File: src/rtl/irq_pkg.sv
// Shared definitions for the machine-mode interrupt arbiter: pending-bit
// positions, default mcause codes, FSM encoding and the priority picker.
package irq_pkg;

  localparam int MSIP_IDX = 0;
  localparam int MTIP_IDX = 1;
  localparam int MEIP_IDX = 2;

  localparam int MSI_CODE_DEF = 3;
  localparam int MTI_CODE_DEF = 7;
  localparam int MEI_CODE_DEF = 11;

  typedef enum logic [1:0] {
    ST_IDLE    = 2'b00,
    ST_REQ     = 2'b01,
    ST_HANDLER = 2'b10
  } irq_state_e;

  // Fixed priority MEI > MSI > MTI; returns zero when nothing is eligible.
  function automatic logic [30:0] pick_code(
    input logic [2:0]  elig,
    input logic [30:0] mei_code,
    input logic [30:0] msi_code,
    input logic [30:0] mti_code
  );
    logic [30:0] code;
    if (elig[MEIP_IDX]) begin
      code = mei_code;
    end else if (elig[MSIP_IDX]) begin
      code = msi_code;
    end else if (elig[MTIP_IDX]) begin
      code = mti_code;
    end else begin
      code = 31'd0;
    end
    return code;
  endfunction

endpackage

File: src/rtl/irq_arbiter_sync2.sv
// Two-flop synchroniser for a single asynchronous level input.
module sync2 (
  input  logic clk,
  input  logic rst_n,
  input  logic i_d,
  output logic o_q
);

  logic r_meta;
  logic r_sync;

  // Metastability capture stage followed by the stable output stage.
  always_ff @(posedge clk or negedge rst_n) begin
    if (!rst_n) begin
      r_meta <= 1'b0;
      r_sync <= 1'b0;
    end else begin
      r_meta <= i_d;
      r_sync <= r_meta;
    end
  end

  assign o_q = r_sync;

endmodule

File: src/rtl/irq_arbiter.sv
// Machine-mode interrupt arbiter: latches the timer pending bit, arbitrates
// MEI/MSI/MTI and hands one frozen cause at a time to the core.
module irq_arbiter
  import irq_pkg::*;
#(
  parameter int EXT_SYNC = 1,
  parameter int MTI_CODE = MTI_CODE_DEF,
  parameter int MSI_CODE = MSI_CODE_DEF,
  parameter int MEI_CODE = MEI_CODE_DEF
) (
  input  logic        clk,
  input  logic        rst_n,
  input  logic        time_e_inter,
  input  logic        soft_irq,
  input  logic        ext_irq,
  input  logic        mstatus_mie,
  input  logic [2:0]  mie,
  input  logic        mtip_clr,
  input  logic        irq_ack,
  input  logic        mret,
  output logic        irq_req,
  output logic [31:0] irq_cause,
  output logic [2:0]  mip
);

  localparam logic [30:0] LP_MTI = 31'(MTI_CODE);
  localparam logic [30:0] LP_MSI = 31'(MSI_CODE);
  localparam logic [30:0] LP_MEI = 31'(MEI_CODE);

  irq_state_e  r_state;
  logic        r_irq_req;
  logic [31:0] r_irq_cause;
  logic        r_mtip;

  logic        w_meip;
  logic [2:0]  w_mip;
  logic [2:0]  w_elig;
  logic        w_mti_accept;

  generate
    if (EXT_SYNC != 0) begin : g_sync
      sync2 u_sync2 (
        .clk   (clk),
        .rst_n (rst_n),
        .i_d   (ext_irq),
        .o_q   (w_meip)
      );
    end else begin : g_nosync
      assign w_meip = ext_irq;
    end
  endgenerate

  assign w_mip[MSIP_IDX] = soft_irq;
  assign w_mip[MTIP_IDX] = r_mtip;
  assign w_mip[MEIP_IDX] = w_meip;

  assign w_elig       = w_mip & mie & {3{mstatus_mie}};
  assign w_mti_accept = (r_state == ST_REQ) && irq_ack && (r_irq_cause[30:0] == LP_MTI);

  // Timer pending latch; a new match outranks any clear in the same cycle.
  always_ff @(posedge clk or negedge rst_n) begin
    if (!rst_n) begin
      r_mtip <= 1'b0;
    end else if (time_e_inter) begin
      r_mtip <= 1'b1;
    end else if (mtip_clr || w_mti_accept) begin
      r_mtip <= 1'b0;
    end else begin
      r_mtip <= r_mtip;
    end
  end

  // Request handshake FSM; the cause is captured once on entry to REQ and
  // then held so the core always sees what it is about to accept.
  always_ff @(posedge clk or negedge rst_n) begin
    if (!rst_n) begin
      r_state     <= ST_IDLE;
      r_irq_req   <= 1'b0;
      r_irq_cause <= 32'd0;
    end else begin
      case (r_state)
        ST_IDLE: begin
          if (|w_elig) begin
            r_state     <= ST_REQ;
            r_irq_req   <= 1'b1;
            r_irq_cause <= {1'b1, pick_code(w_elig, LP_MEI, LP_MSI, LP_MTI)};
          end else begin
            r_state   <= ST_IDLE;
            r_irq_req <= 1'b0;
          end
        end
        ST_REQ: begin
          if (irq_ack) begin
            r_state   <= ST_HANDLER;
            r_irq_req <= 1'b0;
          end else if (w_elig == 3'b000) begin
            r_state   <= ST_IDLE;
            r_irq_req <= 1'b0;
          end else begin
            r_state   <= ST_REQ;
            r_irq_req <= 1'b1;
          end
        end
        ST_HANDLER: begin
          r_irq_req <= 1'b0;
          if (mret) begin
            r_state <= ST_IDLE;
          end else begin
            r_state <= ST_HANDLER;
          end
        end
        default: begin
          r_state   <= ST_IDLE;
          r_irq_req <= 1'b0;
        end
      endcase
    end
  end

  assign irq_req   = r_irq_req;
  assign irq_cause = r_irq_cause;
  assign mip       = w_mip;

endmodule

File: config.mk
export PLATFORM = sky130hd
export DESIGN_NAME = irq_arbiter
export DESIGN_NICKNAME = d
export VERILOG_FILES = /design/src/rtl/irq_pkg.sv /design/src/rtl/irq_arbiter_sync2.sv /design/src/rtl/irq_arbiter.sv
export SDC_FILE = /design/constraint.sdc
export NUM_CORES = 1
export LEC_CHECK = 0
export ABC_AREA = 1
export BUFFER_PORTS_ARGS = -buffer_cell sky130_fd_sc_hd__buf_2
export CORE_ASPECT_RATIO = 1.2
export CORE_MARGIN = 8
export CORE_UTILIZATION = 38
export DETAILED_ROUTE_END_ITERATION = 6
export PLACE_DENSITY = 0.77
export SYNTH_ARGS = -nofsm -noshare
export SYNTH_HDL_FRONTEND = slang
export SYNTH_SLANG_ARGS = --single-unit
File: constraint.sdc
create_clock -name clk -period 1.35 [get_ports clk]
set_clock_uncertainty 0.1 [all_clocks]
set_input_delay 0.0675 -clock clk [delete_from_list [all_inputs] [get_ports clk]]
set_output_delay 0.0675 -clock clk [all_outputs]
set_load 0.005 [all_outputs]
==> summary.txt <==
Routing
  – DRT iter0 DRCs: 13
  – Drt first pass iters: 3
  – DR vias/cell: between 3 and 4
  – DR DRC count: 0
  – Vias: 451
  – Antenna viol nets, final: 0
  – Routed WL per cell: 10.9 um
  – Final WL: approximately 1300 um

Worst setup path
  – Crit path top cell by count: nand2_1
  – Crit path largest cell delay: roughly 0.53 ns
  – Critical Path RT: approximately 1.4 ns
  – Worst R2R Setup Slack: 0.33 ns
  – Worst R2R Path Depth: 4
  – Crit path arrival time: approximately 1.2 ns
  – Crit-path max FO: 4
  – Crit path kind: in -> reg
  – Worst path cell trace: dlygate4sd3_1 > buf_2 > nand3_1 > nand3_2 > nand2_1 > nand2_1 > nand2_1
  – Crit Reg-Reg Endpoint: irq_cause[3]$_DFFE_PN0P_
  – Critical Path Start Type: input port
  – Critical Path End Type: register
  – CP endpoint: irq_cause[3]$_DFFE_PN0P_
  – Reg2reg start: r_state[1]$_DFF_PN0_
  – Worst setup startpoint: mstatus_mie
  – CP max stage cell: dlygate4sd3_1

Power
  – Worst vdd ir: ~460 uV
  – Total Power: between 0.7 and 0.8 mW
  – Pleak: roughly 0.44 nW
  – Pwr Density: between 900 and 1000 mW/mm^2

Placed design
  – Gpl congestion: between 0.7 and 0.8
  – PortBufs: 20
  – Hpwl dp: roughly 1100 um

Outcome
  – Status: completed

Floorplanning
  – DIE WIDTH: 53.3 um
  – Initial core utilization: around two fifths
  – Boundary pin count: 48
  – CORE AREA: approximately 0.0016 mm^2
  – Die ar.: between 0.003 and 0.004 mm^2
  – Num rows: 16
  – Chip height: between 60 and 70 um

Clock network
  – Clock Latency Late Sink: between 0.2 and 0.3 ns
  – Clk slew on worst S/H paths: about 0.06 ns
  – Clock root cell: clkbuf_4
  – Htree depth: 1
  – Post-CTS sizing: 0
  – Max Root-Sink Buffers: 2
  – Clock Sinks: 10
  – TritonCTS buffer count: 3
  – CTS tree: done

Synthesis
  – Post-Syn Instances: 75
  – Synth Register Bits: 10
  – Dominant cells by area after synthesis: dfrtp_1 39%, buf_4 37%, nand2_1 5.9%, inv_1 5.3%, nand3_1 3.9%
  – Synth top area share: 39.4%
  – Yosys warning count: 0
  – Cell Area, Synth: between 600 and 700 um^2
  – Area leader, netlist: dfrtp_1
  – Register area share after synthesis: between 30% and 40%
  – Avg Cell Area, Syn: 8.47 um^2
  – Synth unique cells: 13

Run
  – Max cap viols: 0

GRT
  – Total global-route track usage: between 7 and 8%
  – Pin count of the biggest net entering global routing: 11
  – Vias in the first global route: roughly 450
  – Gr ovfl total: 0
  – First-pass GRT wire length: 1840 um
  – Antenna violations before repair: 0

STA
  – Setup_tns: 0 ns
  – RSZ-0062 raised after global routing: false
  – Max Fclk: between 900 and 1000 MHz
  – Final hold viol count: 0
  – Crit share post-route: about four fifths
  – # setup viols final: 0
  – Final period demand of the worst path: 1.10 ns
  – Fin. max-slew vios: 0

Final layout
  – Diode count: 0
  – Nets: 114
  – Commonest non-fill, non-tap cells in the layout: 27 x conb_1, 20 x buf_2, 10 x nand2_1, 10 x dfrtp_1, 9 x inv_1
  – Filler cells: approximately 170
  – Layout cell share with drive strength beyond 1: about a quarter
  – Most common cell after layout, fill and taps aside: conb_1
  – Area grow syn2layout: 12.6%

Min path
  – Type of the tightest min-delay check: in -> reg
-- layout make-up --
type,count,area (um^2),area share [%]
clock buffer,3,22.5,3.15
inverter,9,33.8,4.72
multi-input combinational,51,216,30.2
sequential,10,250,35.0
tap,18,22.5,3.15
timing repair buffer,27,170,23.8
-- synth_stat cells, drive strengths merged --
cell    instances
buf            31
conb            1
dfrtp          10
inv             9
nand2          10
nand3           6
nand3b          1
nand4           1
nor2            4
o21ai           1
o22ai           1
-- report_power, final --
group          internal (mW)  leakage, nW  switching [mW]
logic                 0.0696        0.307          0.0867
registers              0.335        0.116          0.0262
clock network          0.102       0.0138          0.0912
-- worst max-delay path: cells and delay by family --
kind	cells	cell delay (ns)
buffers and inverters	2	0.67
AND/OR/NAND/NOR	5	0.42
-- metal layers --
metal | part of all wire, % | vias to the layer above | track usage, %
li1 | - | 224 | -
met1 | 34 | 196 | 7.46
met2 | 49 | 31 | 12.6
met3 | 17 | 0 | 3.43
met4 | 0 | 0 | 5.42
met5 | 0 | - | 0
-- cell families after synthesis --
kind of cell / count (synthesis) / share of synthesized area, %
buf+inv: 40 / 41.9
simple gates: 22 / 16.3
flops: 10 / 39.4
compound gates: 2 / 1.77
other cells: 1 / 0.590
-- flip-flops by register name, summed over array words and instances, names as in the netlist --
name and count:
r_mtip 1, irq_cause 4, g_sync.u_sync2.o_q 1, irq_req 1, g_sync.u_sync2.r_meta 1, r_state 2
-- how the worst min path moves through the flow --
stage	startpoint	cells past startpoint	end	slack, ns
floorplan	rst_n	0	g_sync.u_sync2.o_q$_DFF_PN0_	-0.33
global placement	rst_n	1	r_state[0]$_DFF_PN0_	-0.17
detailed placement	rst_n	1	r_state[0]$_DFF_PN0_	-0.16
CTS	irq_ack	3	r_state[1]$_DFF_PN0_	0.001
global route	irq_ack	3	r_state[1]$_DFF_PN0_	0.03
finish	irq_ack	3	r_state[1]$_DFF_PN0_	0.02
-- what timing repair did --
item,CTS,global route
hold buffers,7,0
setup endpoints to repair,0,0
hold endpoints to repair,14,0
buffers inserted,0,0
-- stage by stage --
step	worst slack (ns)	std cells	utilization [%]	instance area [um^2]	hold WS, ns
floorplan	0.400	101	-	733	-0.328
global placement	0.377	108	38.9	623	-0.167
detailed placement	0.329	108	38.9	623	-0.162
CTS	0.281	118	44.7	716	0.00106
global route	0.205	118	44.7	716	0.0346
finish	0.249	118	44.7	716	0.0189
(Power assumes the default switching activity.)
